[config.mk]
export PLATFORM = sky130hd
export DESIGN_NAME = regbank_wb_flat
export DESIGN_NICKNAME = d
export VERILOG_FILES = /design/src/rtl/regbank_wb_if.sv /design/src/rtl/regbank_wb.sv /design/src/flat_wrapper.sv
export SDC_FILE = /design/constraint.sdc
export NUM_CORES = 1
export LEC_CHECK = 0
export CAP_MARGIN = 20
export CORE_MARGIN = 2
export CORE_UTILIZATION = 50
export DETAILED_ROUTE_END_ITERATION = 10
export GPL_TIMING_DRIVEN = 0
export PLACE_DENSITY = 0.8
export SLEW_MARGIN = 25
export SYNTH_ARGS = -nofsm -noshare
export SYNTH_HDL_FRONTEND = slang
export SYNTH_SLANG_ARGS = --single-unit
[constraint.sdc]
create_clock -name clk -period 2.5 [get_ports clk]
set_input_delay 0.625 -clock clk [delete_from_list [all_inputs] [get_ports clk]]
set_output_delay 0.625 -clock clk [all_outputs]
set_load 0.03 [all_outputs]
[src/rtl/regbank_wb_if.sv]
// ---------------------------------------------------------------------------
// regbank_wb_if
//   Issue/write-back handshake bundle for regbank_wb.
//   Reservation channel : rsv_valid, rsv_addr  -> rsv_ready
//   Write-back channel  : wb_valid, wb_addr, wb_data -> wb_ready
//   Retire control      : freeze (1 = hold the write-back queue)
//   master modport = issue/execute side, slave modport = register bank.
// ---------------------------------------------------------------------------
interface regbank_wb_if #(
    parameter int DATA_W = 10,
    parameter int ADDR_W = 3
);
    logic              rsv_valid;
    logic [ADDR_W-1:0] rsv_addr;
    logic              rsv_ready;
    logic              wb_valid;
    logic [ADDR_W-1:0] wb_addr;
    logic [DATA_W-1:0] wb_data;
    logic              wb_ready;
    logic              freeze;

    modport master (
        output rsv_valid, rsv_addr, wb_valid, wb_addr, wb_data, freeze,
        input  rsv_ready, wb_ready
    );

    modport slave (
        input  rsv_valid, rsv_addr, wb_valid, wb_addr, wb_data, freeze,
        output rsv_ready, wb_ready
    );
endinterface

[src/rtl/regbank_wb.sv]
// ---------------------------------------------------------------------------
// regbank_wb
//   Eight-entry register bank with a per-register busy scoreboard and a
//   small in-order write-back FIFO. Issue reserves a destination register;
//   write-back entries are queued and retired one per clock, in order.
//   Ports:
//     clk, rst_n      clock, asynchronous active-low reset
//     bus (slave)     reservation / write-back handshake + freeze
//     reg0_q..reg7_q  registered register contents (operand mux inputs)
//     busy            pending bitmap, bit i = register i
//     wr_commit       registered pulse: an entry retired on the last edge
//     err             sticky: a retire hit a register that was not busy
// ---------------------------------------------------------------------------
module regbank_wb #(
    parameter int DATA_W = 10,
    parameter int NREG   = 8,
    parameter int ADDR_W = 3,
    parameter int QDEPTH = 2
) (
    input  logic              clk,
    input  logic              rst_n,
    regbank_wb_if.slave       bus,
    output logic [DATA_W-1:0] reg0_q,
    output logic [DATA_W-1:0] reg1_q,
    output logic [DATA_W-1:0] reg2_q,
    output logic [DATA_W-1:0] reg3_q,
    output logic [DATA_W-1:0] reg4_q,
    output logic [DATA_W-1:0] reg5_q,
    output logic [DATA_W-1:0] reg6_q,
    output logic [DATA_W-1:0] reg7_q,
    output logic [NREG-1:0]   busy,
    output logic              wr_commit,
    output logic              err
);
    localparam int PTR_W = (QDEPTH > 1) ? $clog2(QDEPTH) : 1;
    localparam int CNT_W = $clog2(QDEPTH + 1);

    typedef struct packed {
        logic [ADDR_W-1:0] addr;
        logic [DATA_W-1:0] data;
    } wb_ent_t;

    logic [NREG-1:0][DATA_W-1:0] regs_q, regs_d;
    logic [NREG-1:0]             busy_q, busy_d;
    wb_ent_t [QDEPTH-1:0]        fifo_q, fifo_d;
    logic [PTR_W-1:0]            rd_ptr_q, rd_ptr_d, wr_ptr_q, wr_ptr_d;
    logic [CNT_W-1:0]            cnt_q, cnt_d;
    logic                        commit_q, commit_d;
    logic                        err_q, err_d;

    logic    enq, deq;
    wb_ent_t head;

    assign bus.rsv_ready = !busy_q[bus.rsv_addr];
    assign bus.wb_ready  = (cnt_q < CNT_W'(QDEPTH));

    // Acceptance looks only at the registered count: a retire on the same
    // edge does not open a slot for a full queue.
    assign enq  = bus.wb_valid && bus.wb_ready;
    assign deq  = (cnt_q != '0) && !bus.freeze;
    assign head = fifo_q[rd_ptr_q];

    function automatic logic [PTR_W-1:0] ptr_inc(input logic [PTR_W-1:0] p);
        return (p == PTR_W'(QDEPTH - 1)) ? '0 : p + 1'b1;
    endfunction

    always_comb begin
        regs_d   = regs_q;
        busy_d   = busy_q;
        fifo_d   = fifo_q;
        rd_ptr_d = rd_ptr_q;
        wr_ptr_d = wr_ptr_q;
        cnt_d    = cnt_q;
        commit_d = 1'b0;
        err_d    = err_q;

        if (deq) begin
            regs_d[head.addr] = head.data;
            busy_d[head.addr] = 1'b0;
            commit_d          = 1'b1;
            if (!busy_q[head.addr])
                err_d = 1'b1;
            rd_ptr_d = ptr_inc(rd_ptr_q);
        end

        // Applied after the retire clear: a reservation granted on the same
        // edge belongs to a newer instruction and must survive.
        if (bus.rsv_valid && bus.rsv_ready)
            busy_d[bus.rsv_addr] = 1'b1;

        if (enq) begin
            fifo_d[wr_ptr_q] = '{addr: bus.wb_addr, data: bus.wb_data};
            wr_ptr_d         = ptr_inc(wr_ptr_q);
        end

        case ({enq, deq})
            2'b10:   cnt_d = cnt_q + 1'b1;
            2'b01:   cnt_d = cnt_q - 1'b1;
            default: cnt_d = cnt_q;
        endcase
    end

    always_ff @(posedge clk or negedge rst_n) begin
        if (!rst_n) begin
            regs_q   <= '0;
            busy_q   <= '0;
            fifo_q   <= '0;
            rd_ptr_q <= '0;
            wr_ptr_q <= '0;
            cnt_q    <= '0;
            commit_q <= 1'b0;
            err_q    <= 1'b0;
        end else begin
            regs_q   <= regs_d;
            busy_q   <= busy_d;
            fifo_q   <= fifo_d;
            rd_ptr_q <= rd_ptr_d;
            wr_ptr_q <= wr_ptr_d;
            cnt_q    <= cnt_d;
            commit_q <= commit_d;
            err_q    <= err_d;
        end
    end

    assign reg0_q    = regs_q[0];
    assign reg1_q    = regs_q[1];
    assign reg2_q    = regs_q[2];
    assign reg3_q    = regs_q[3];
    assign reg4_q    = regs_q[4];
    assign reg5_q    = regs_q[5];
    assign reg6_q    = regs_q[6];
    assign reg7_q    = regs_q[7];
    assign busy      = busy_q;
    assign wr_commit = commit_q;
    assign err       = err_q;
endmodule
[src/flat_wrapper.sv]
// flat-port wrapper written by rule: the top's interface ports become plain ports
module regbank_wb_flat 
#(
    parameter int DATA_W = 10,
    parameter int NREG   = 8,
    parameter int ADDR_W = 3,
    parameter int QDEPTH = 2
)
  (clk, rst_n, reg0_q, reg1_q, reg2_q, reg3_q, reg4_q, reg5_q, reg6_q, reg7_q, busy, wr_commit, err, bus_rsv_valid, bus_rsv_addr, bus_wb_valid, bus_wb_addr, bus_wb_data, bus_freeze, bus_rsv_ready, bus_wb_ready);
  regbank_wb_if #(.DATA_W(DATA_W), .ADDR_W(ADDR_W)) bus_i ();
  input  logic clk;
  input  logic rst_n;
  output logic [DATA_W-1:0] reg0_q;
  output logic [DATA_W-1:0] reg1_q;
  output logic [DATA_W-1:0] reg2_q;
  output logic [DATA_W-1:0] reg3_q;
  output logic [DATA_W-1:0] reg4_q;
  output logic [DATA_W-1:0] reg5_q;
  output logic [DATA_W-1:0] reg6_q;
  output logic [DATA_W-1:0] reg7_q;
  output logic [NREG-1:0] busy;
  output logic wr_commit;
  output logic err;
  input wire logic [$bits(bus_i.rsv_valid)-1:0] bus_rsv_valid;
  input wire logic [$bits(bus_i.rsv_addr)-1:0] bus_rsv_addr;
  input wire logic [$bits(bus_i.wb_valid)-1:0] bus_wb_valid;
  input wire logic [$bits(bus_i.wb_addr)-1:0] bus_wb_addr;
  input wire logic [$bits(bus_i.wb_data)-1:0] bus_wb_data;
  input wire logic [$bits(bus_i.freeze)-1:0] bus_freeze;
  output wire logic [$bits(bus_i.rsv_ready)-1:0] bus_rsv_ready;
  output wire logic [$bits(bus_i.wb_ready)-1:0] bus_wb_ready;
  assign bus_i.rsv_valid = bus_rsv_valid;
  assign bus_i.rsv_addr = bus_rsv_addr;
  assign bus_i.wb_valid = bus_wb_valid;
  assign bus_i.wb_addr = bus_wb_addr;
  assign bus_i.wb_data = bus_wb_data;
  assign bus_i.freeze = bus_freeze;
  assign bus_rsv_ready = bus_i.rsv_ready;
  assign bus_wb_ready = bus_i.wb_ready;
  regbank_wb #(.DATA_W(DATA_W), .NREG(NREG), .ADDR_W(ADDR_W), .QDEPTH(QDEPTH)) u_core (.clk(clk), .rst_n(rst_n), .bus(bus_i), .reg0_q(reg0_q), .reg1_q(reg1_q), .reg2_q(reg2_q), .reg3_q(reg3_q), .reg4_q(reg4_q), .reg5_q(reg5_q), .reg6_q(reg6_q), .reg7_q(reg7_q), .busy(busy), .wr_commit(wr_commit), .err(err));
endmodule
==> reports/results.ini, run 1 <==
[die]
rows = 35
dieArea_sq_um = 10300
die_y_microns = 102
start_util_pct = 51.6
core_area_sq_um = 9240
die_w_microns = 102
pin_count = 113

[sta]
fmaxAchievable_mhz = 413
fin_crit_sh_pct = 96.8
report.final.slew_viol_count = 0
hold_violations = 0
tightest_slew_ps = 1060
finalSetupViolCount = 0
period_needed_ps = 2420
relSlewSlack_pct = 27.6
holdWs_ps = 6.13
fin_worst_skew_ps = 8.33

[power]
internal_power_mw = 6.63
seqPwrFrac_pct = 31.3
peakVddDrop_mv = 1.10
power_frac_comb_pct = 47.9
p_leak_nw = 2.87
total_power_mw = 11.6
p_sw_mw = 4.95
swShare_pct = 42.7
clkPwrFrac_pct = 20.8
powerDensity_nw_per_um2 = 1730

[outcome]
outcome = complete, no violations

[clock_tree]
postCtsHoldBufs = 0
cts_tree = built
cts_max_level = 4
clkLatencyLatePin_ps = 530
cts_buffers = 17
clk_pin_slew_ps = 60
root_buffer = clkbuf_8
clockBufferDepth = 2
cts_num_sinks = 120

[grt]
grt_first_pass_wirelength_mm = 20.6
overflow = 0
grt_max_degree = 79
grt_pass1_vias = 3851
gr-usage-all-layers_pct = 27.2
antenna_found_initial = 0

[layout]
area_delta_synth_final_pct = 40.7
diodes = 0
drive_gt1_share_pct = 16.8
final_core_utilization_pct = 72.6
layout.nets = 571

[routing]
drt-pass1-iter-count = 5
remaining_drc_errors = 0
first_iter_violations = 222
vias = 3791
wire_per_inst_microns = 19.2
antenna_left = 0
wl_mm = 13.2
routed_via_density = 5.49

[logic_synthesis]
synth.net_count = 437
syn_inst = 415
yosys_warnings = 0
yosysUniqueCellTypes = 31
ys_ff_latch = 120
synth_seq_area_share_pct = 63.0
avgSynthCellArea_sq_um = 11.5
netlist_area_sq_um = 4770

[run]
drv_cap = 0

[placed_design]
dp_hpwl_mm = 8.45
place.gp.congestion = 0.833
port_buffers = 111

[worst_setup_path]
critPathCaptureType = output pin
critical_path_class = in -> out
r2r_setup_slack_ps = 140
start_kind = input port
cp.required_ps = 1880
critPathMaxFanout = 6
arrival_ps = 1800

[hold_path]
hp-class = in -> async

==> worst max-delay path: stages <==
cell	delay, ps
clkdlybuf4s50_1	500
nand3b_1	220
a21boi_1	230
a21oi_2	50
buf_4	170
==> cell usage after synthesis (all sizes together) <==
cell    count  area [sq um]
a211oi      6          70.1
a21boi      1          7.51
a21oi      65           325
a311o       1          10.0
buf        18          95.1
clkbuf      5          18.8
dfrtp     120          3000
ha          1          12.5
inv         6          22.5
mux2       27           304
mux2i      17           170
nand2      26          97.6
nand2b      4          25.0
nand3       3          15.0
nand3b      6          45.0
nand4b      1          8.76
nor2       65           244
nor3        1          5.00
nor3b       1          7.51
o211ai      3          22.5
o21ai      21           105
o21bai      1          18.8
o22ai       2          12.5
o31ai       4          30.0
o41ai       3          26.3
or3b        2          20.0
xnor2       5          43.8
==> power groups by stage <==
stage	clock [mW]	combinational, mW	sequential (mW)
after floorplan	0	1.83	4.83
after global placement	0	5.26	3.55
after detailed placement	0	5.45	3.60
after CTS	2.41	5.52	3.60
after global routing	2.51	5.89	3.72
final	2.41	5.54	3.62
==> final cells by class <==
cell class | instances | area (sq um)
flip-flops and latches | 120 | 3000
fillers | 641 | 2530
multi-input cells | 266 | 1650
repair buffers | 115 | 1160
clock buffers | 20 | 435
well taps | 129 | 161
clock inverters | 11 | 150
plain buffers | 23 | 124
inverters | 6 | 22.5
==> per-layer routing <==
layer | vias up | routed length, microns | GRT usage, %
met2 | 143 | 6640 | 44.3
met3 | 21 | 907 | 7.66
li1 | 1704 | - | -
met5 | - | 0 | 0
met4 | 0 | 208 | 10.5
met1 | 1923 | 5460 | 34.8
==> registers in the layout (all words and copies together), names as in the netlist <==
register          count
u_core.reg7_q        10
u_core.reg3_q        10
u_core.cnt_q          2
u_core.reg0_q        10
u_core.wr_ptr_q       1
u_core.reg5_q        10
u_core.reg2_q        10
u_core.fifo_q        26
u_core.err            1
u_core.busy           8
u_core.wr_commit      1
u_core.rd_ptr_q       1
u_core.reg4_q        10
u_core.reg6_q        10
u_core.reg1_q        10
==> cells by family after synthesis <==
family / Yosys count / share of synthesized area (%)
buffers and inverters: 29 / 2.86
AO/OA/AOI/OAI: 107 / 13.2
AND/OR/NAND/NOR: 109 / 9.82
flip-flops: 120 / 63.0
adder cells (fa/ha/maj): 1 / 0.262
multiplexers: 44 / 9.95
XOR/XNOR: 5 / 0.919
==> final timing paths <==
check                           depth (start not counted)                            to                          from
worst max-delay path                                    5                 bus_rsv_ready               bus_rsv_addr[0]
max in group asynchronous                               2  u_core.reg3_q[2]$_DFFE_PN0P_                         rst_n
worst min-delay path                                    1  u_core.reg5_q[4]$_DFFE_PN0P_                         rst_n
worst max register to register                          4  u_core.reg1_q[2]$_DFFE_PN0P_   u_core.rd_ptr_q$_DFFE_PN0P_
min in group clk                                        2      u_core.busy[0]$_DFF_PN0_               bus_rsv_addr[2]
worst min register to register                          2  u_core.reg1_q[7]$_DFFE_PN0P_  u_core.reg1_q[7]$_DFFE_PN0P_
==> what timing repair did <==
item / 4_1_cts / 5_1_grt
buffers inserted: 2 / 1
hold endpoints to repair: 0 / 0
gates resized for setup: 10 / 2
setup endpoints to repair: 1 / 1
==> cells in the final DEF (no fill, tap or decap), types with 4 or more instances in the layout <==
cell type,netlist,final
mux2i_2,0,6
nand2b_1,4,4
buf_2,16,16
nand2_1,26,26
clkbuf_16,0,16
clkinvlp_4,0,5
xnor2_1,5,5
buf_4,2,6
clkdlybuf4s50_1,0,108
o31ai_1,4,4
o21ai_0,21,21
nand3b_1,6,6
nor2_1,65,65
mux2_2,26,26
a21oi_1,65,64
a211oi_2,5,5
mux2i_1,17,11
dfrtp_1,120,120
clkbuf_1,5,6
inv_1,6,6
==> metrics by stage <==
stage	TNS, ps	cell area, sq um	worst slack (ps)	instances
finish	0	6710	79.2	690
global route	-0.715	6710	-0.715	690
CTS	0	6690	6.36	689
detailed placement	-815	6080	-815	656
global placement	-419290	6040	-3490	655
floorplan	0	4770	39.5	415
No activity file was read; power rests on OpenSTA's default activity.
==> run 2, diff against run 1 <==
Settings changed: CORE_UTILIZATION 50 to 53, PLACE_DENSITY 0.8 to 0.84, SKIP_CTS_REPAIR_TIMING set to 1, SLEW_MARGIN 25 to 20.
==> run 2 against run 1 <==
  * Combinational power is essentially flat
  * Core utilization up 3.7 points
  * Power is 1.1% lower
  * Critical path depth did not move
  * Fmax increased by 1.0%
  * Count of clock-buffer cells in the layout up 1
  * Global-route usage decreased by 0.33 points
  * First-iteration DRC count fell by 21%
  * Non-clock buffer count fell by 1
  * Sequential power hardly changed
==> reports/results.ini, run 2 (synthesis results as in run 1) <==
[placed_design]
dp_hpwl_mm = 8.22  ; was 8.45 mm
port_buffers = 111  ; unchanged
place_area_sq_um = 6040  ; was 6080 sq um
place.gp.congestion = 0.808  ; was 0.833

[outcome]
outcome = complete, no violations  ; unchanged

[clock_tree]
clockBufferDepth = 2  ; unchanged
root_buffer = clkbuf_8  ; unchanged
cts_buffers = 17  ; unchanged
cts_num_sinks = 120  ; unchanged
clk_pin_slew_ps = 60  ; about the same
cts_max_level = 4  ; unchanged
cts_tree = built  ; unchanged
clkLatencyLatePin_ps = 520  ; was 530 ps

[sta]
relSlewSlack_pct = 21.3  ; was 27.6%
finalSetupViolCount = 0  ; unchanged
hold_violations = 0  ; unchanged
fmaxAchievable_mhz = 417  ; was 413 MHz
tightest_slew_ps = 1150  ; was 1060 ps
fin_worst_skew_ps = 6.11  ; was 8.33 ps
report.final.slew_viol_count = 0  ; unchanged
period_needed_ps = 2400  ; was 2420 ps
grt_setup_unrepaired = no
fin_crit_sh_pct = 95.9  ; was 96.8%

[worst_setup_path]
critPathMaxFanout = 5  ; was 6
critical_path_class = reg -> out  ; was in -> out
arrival_ps = 1770  ; was 1800 ps
cp.required_ps = 1880  ; about the same
worstReg2RegEnd = u_core.reg4_q[7]$_DFFE_PN0P_  ; was u_core.reg1_q[2]$_DFFE_PN0P_
crit_chain = mux2i_1 > nor2_1 > a311o_1 > a21oi_1 > buf_4  ; was clkdlybuf4s50_1 > nand3b_1 > a21boi_1 > a21oi_2 > buf_4
reg2reg_from = u_core.rd_ptr_q$_DFFE_PN0P_  ; unchanged
start_kind = flop  ; was input port
slowest_delay_ps = 430  ; was 500 ps
critPathCaptureType = output pin  ; unchanged
r2r_setup_slack_ps = 190  ; was 140 ps
cp_slowest_cell = dfrtp_1  ; was clkdlybuf4s50_1
worst-r2r-cell-count = 4  ; unchanged

[routing]
drt-pass1-iter-count = 5  ; unchanged
wl_mm = 12.8  ; was 13.2 mm
remaining_drc_errors = 0  ; unchanged
routed_via_density = 5.70  ; was 5.49
wire_per_inst_microns = 19.2  ; about the same
first_iter_violations = 175  ; was 222
antenna_left = 0  ; unchanged
vias = 3812  ; was 3791

[die]
die_w_microns = 98.8  ; was 102 microns
dieArea_sq_um = 9770  ; was 10300 sq um
die_y_microns = 98.8  ; was 102 microns
rows = 34  ; was 35
start_util_pct = 54.6  ; was 51.6%
core_area_sq_um = 8720  ; was 9240 sq um
pin_count = 113  ; unchanged

[layout]
drive_gt1_share_pct = 16.0  ; was 16.8%
fin_area_sq_um = 6650  ; was 6710 sq um
largest-register = u_core.fifo_q  ; unchanged
area_delta_synth_final_pct = 39.6  ; was 40.7%
fill_cells = 573  ; was 641
layout.nets = 570  ; was 571
largest_reg_flops = 26  ; unchanged
layout_commonest_cell = dfrtp_1  ; unchanged
mostFrequentLayoutCells = dfrtp_1, clkdlybuf4s50_1, nor2_1, a21oi_1  ; unchanged
diodes = 0  ; unchanged

[grt]
grt_max_degree = 65  ; was 79
antenna_found_initial = 0  ; unchanged
grt_first_pass_wirelength_mm = 19.9  ; was 20.6 mm
overflow = 0  ; unchanged
gr-usage-all-layers_pct = 26.9  ; was 27.2%
grt_pass1_vias = 3903  ; was 3851

[power]
p_leak_nw = 2.89  ; was 2.87 nW
total_power_mw = 11.5  ; was 11.6 mW
powerDensity_nw_per_um2 = 1720  ; was 1730 nW/um^2
peakVddDrop_mv = 0.852  ; was 1.10 mV

[hold_path]
hp-class = in -> async  ; unchanged

[run]
drv_cap = 0  ; unchanged

[run 2: worst max path at each step]
stage,start,endpoint,slack (ps),depth (start not counted)
5_1_grt,u_core.busy[0]$_DFF_PN0_,bus_rsv_ready,20,5
4_1_cts,bus_rsv_addr[1],bus_rsv_ready,-810,6
3_3_place_gp,rst_n,u_core.reg2_q[2]$_DFFE_PN0P_,-3480,1
2_1_floorplan,bus_rsv_addr[2],bus_rsv_ready,40,5
3_5_place_dp,bus_rsv_addr[1],bus_rsv_ready,-800,6
6_report,u_core.busy[0]$_DFF_PN0_,bus_rsv_ready,100,5
[run 2: routing by layer]
layer	global-route usage, %	wire (microns)	part of all wire (%)
met1	34.7	5110	40
met2	45.1	6600	51
met3	6.10	839	6.5
met4	9.59	274	2.1
met5	0	0	0
[run 2: critical path: cells and delay by family (launching register included)]
kind	cells	cell delay (ps)
compound gates	2	440
simple gates	1	50
mux	1	140
buf+inv	1	180
flops	1	430
[run 2: report_power, final]
group	switching, mW	total [mW]	internal, mW
Sequential	0.684	3.60	2.92
Combinational	3.36	5.51	2.15
Clock	0.854	2.35	1.49
Total	4.89	11.5	6.56
[run 2: cell type report]
cell class,count,area [sq um],area share (%)
clock inverter,11,123,1.84
timing repair buffer,114,1150,17.4
multi-input combinational,266,1630,24.6
buffer,23,121,1.82
clock buffer,21,459,6.90
tap,108,135,2.03
inverter,6,22.5,0.339
sequential,120,3000,45.1
[run 2: stage by stage]
stage | TNS (ps) | worst slack [ps] | hold slack (ps) | std cells | util [%]
global placement | -417390 | -3480 | 460 | 634 | 68.9
finish | 0 | 103 | 76.6 | 669 | 76.3
global route | 0 | 15.7 | 109 | 669 | 76.3
detailed placement | -795 | -795 | 465 | 635 | 69.3
floorplan | 0 | 39.5 | 329 | 415 | -
CTS | -812 | -812 | 88.3 | 667 | 75.9
==> RTL edit (flow settings as in run 2) <==
Make the reset (`rst_n`) synchronous in one clocked block. Comments in the files are not updated.
--- a/src/rtl/regbank_wb.sv
+++ b/src/rtl/regbank_wb.sv
@@ -101,5 +101,5 @@
     end
 
-    always_ff @(posedge clk or negedge rst_n) begin
+    always_ff @(posedge clk) begin
         if (!rst_n) begin
             regs_q   <= '0;
Formal check against the unedited RTL: differs if rst_n is asserted again (counterexample within 4 cycles, from zero or initial values and one cycle with rst_n low); with rst_n held inactive, the same outputs for 4 cycles.
==> RTL edit against run 2 <==
- sequential cell count is the same
- utilization grew 0.26 points
- area after synthesis shrank 1.3%
- cell area shrank 0.15%
- wire length grew 9.2%
- critical path type is now in2out
- setup slack gained 14 ps
Power is not compared: it rests on default switching activity, and its combinational part moved more than twofold at a synthesized area within 25%.
==> RTL edit: results (changes against run 2) <==
clock skew 6.01 ps (was 6.11 ps); status finished clean (unchanged); syn avg cell area 9.46 sq um (was 11.5 sq um); Cell variety after synth 39 (was 31); XOR/XNOR Fraction of Synth Area 0.559% (was 0.919%); worst-path fanout max 7 (was 5); synth top area cells dfxtp_1 (51%), a211oi_1 (8.8%), a211oi_2 (8.8%) (was dfrtp_1 (63%), a21oi_1 (6.8%), mux2_2 (6.1%)); length of the first detailed-routing pass in iterations 6 (was 5); routability congestion estimate 0.859 (was 0.808); hold_ws 459 ps (was 76.6 ps); clk slew on worst S/H paths 60 ps (about the same); arrival time at the worst endpoint 1760 ps; maximum vdd ir drop 0.000644 V; Vias 4454 (was 3812); share of layout cells above drive strength 1 16.7% (was 16.0%); WHS Endpoint u_core.fifo_q[5]; Reg with most FFs u_core.fifo_q (unchanged); Iteration-0 DRC Markers 287 (was 175); Routed WL 14.0 mm (was 12.8 mm); initial antenna violation count 0 (unchanged); largest delay contributor family on the critical path simple AND/OR/NAND/NOR gates (was compound AO/OA/AOI/OAI gates); layout net count 651 (was 570); IO Port Bufs 110 (was 111); R2R Path End u_core.reg3_q[9] (was u_core.reg4_q[7]); Hold Path Class reg2reg (was in2async); dpl cells 715 (was 635); Synth async-reset ratio 0% (was 100%); Routed WL per cell 18.7 um (was 19.2 um); DP Area 5950 sq um (was 6040 sq um); Compound-Gate Fraction of Synth Area 23.3% (was 13.2%); post-synthesis adder-cell area fraction 0.266% (was 0.263%); largest net degree at the start of global routing 17 (was 65); P_leak 0.00224 uW; vias in the first global route 4233 (was 3903); global-route wire length before repair 21.5 mm (was 19.9 mm); most instantiated cells after synthesis dfxtp_1 (120), nor2_1 (87), nand2_1 (59), a211oi_1 (55), a21oi_1 (35) (was dfrtp_1 (120), a21oi_1 (65), nor2_1 (65), mux2_2 (26), nand2_1 (26)); reg2reg start u_core.rd_ptr_q (unchanged); maximum clock path buffer count 2 (unchanged); CP max stage delay 260 ps (was 430 ps); filler instances 599 (was 573); syn nets 519 (was 437); post-synthesis sequential area ratio 51.1% (was 63.0%); hpwl dp 9.49 mm (was 8.22 mm); r2r setup slk 270 ps (was 190 ps); Root Driver clkbuf_8 (unchanged); total track usage 28.4% (was 26.9%); post-synthesis mux area share 3.99% (was 9.95%); slowest CP cell dlymetal6s2s_1 (was dfrtp_1); Slew @ Worst Pin 1100 ps (was 1150 ps)
RTL edit: cell types whose count changed after synthesis, sizes merged, moves of 17 or more:
cell	delta
nand2	+33
a21oi	-30
mux2	-24
dfxtp	+120
o21ai	-19
clkbuf	+17
a211oi	+82
dfrtp	-120
nor2	+22
RTL edit: metal layers:
metal	vias up	wire length (um)	global-route usage, %	share of wire (%)
li1	2025	-	-	-
met1	2148	5680	35.7	41
met2	240	6770	46.3	48
met3	41	1120	7.66	8.0
met4	0	429	11.9	3.1
met5	-	0	0	0
RTL edit: cells by family (layout without fill, tap and decap cells):
family | count (synthesis) | in the layout
and+or+nand+nor | 179 | 179
AOI/OAI and AO/OA | 134 | 134
DFF | 120 | 120
buffers and inverters | 42 | 187
muxes | 18 | 18
xor gates and xnor gates | 3 | 3
adders and majority gates | 1 | 1
RTL edit: worst max-delay path by stage:
stage | start | end | slack [ps]
2_1_floorplan | bus_rsv_addr[1] | bus_rsv_ready | 110
3_3_place_gp | bus_rsv_addr[2] | bus_rsv_ready | -920
3_5_place_dp | bus_rsv_addr[2] | bus_rsv_ready | -980
4_1_cts | bus_rsv_addr[2] | bus_rsv_ready | -1020
5_1_grt | bus_rsv_addr[0] | bus_rsv_ready | 80
6_report | bus_rsv_addr[0] | bus_rsv_ready | 120
RTL edit: tightest hold or removal path: cells and delay by family (launching register included):
kind             cells  cell delay, ps
AO/OA/AOI/OAI        1              50
flip-flops           1             310
AND/OR/NAND/NOR      1              50
RTL edit: cell type report:
cell class / instances / area share (%)
plain buffers: 39 / 3.01
repair buffers: 113 / 17.0
flip-flops and latches: 120 / 36.2
clock buffers: 18 / 6.44
multi-input cells: 335 / 32.6
well taps: 108 / 2.03
clock inverters: 14 / 2.60
inverters: 3 / 0.170
RTL edit: power by group through the flow:
stage	logic (uW)	clock network, uW	registers (uW)
global route	1500	2530	2240
detailed placement	1360	0	2250
global placement	1310	0	2240
CTS	1380	2440	2210
floorplan	703	0	2410
finish	1410	2440	2220
RTL edit: metrics by stage:
stage                     TNS [ps]  util [%]  setup WS (ps)
final                            0      76.5            117
after global routing             0      76.5           76.3
after CTS                    -1020      75.5          -1020
after detailed placement     -2410      68.6           -983
after global placement       -1990      68.5           -922
after floorplan                  0         -            110
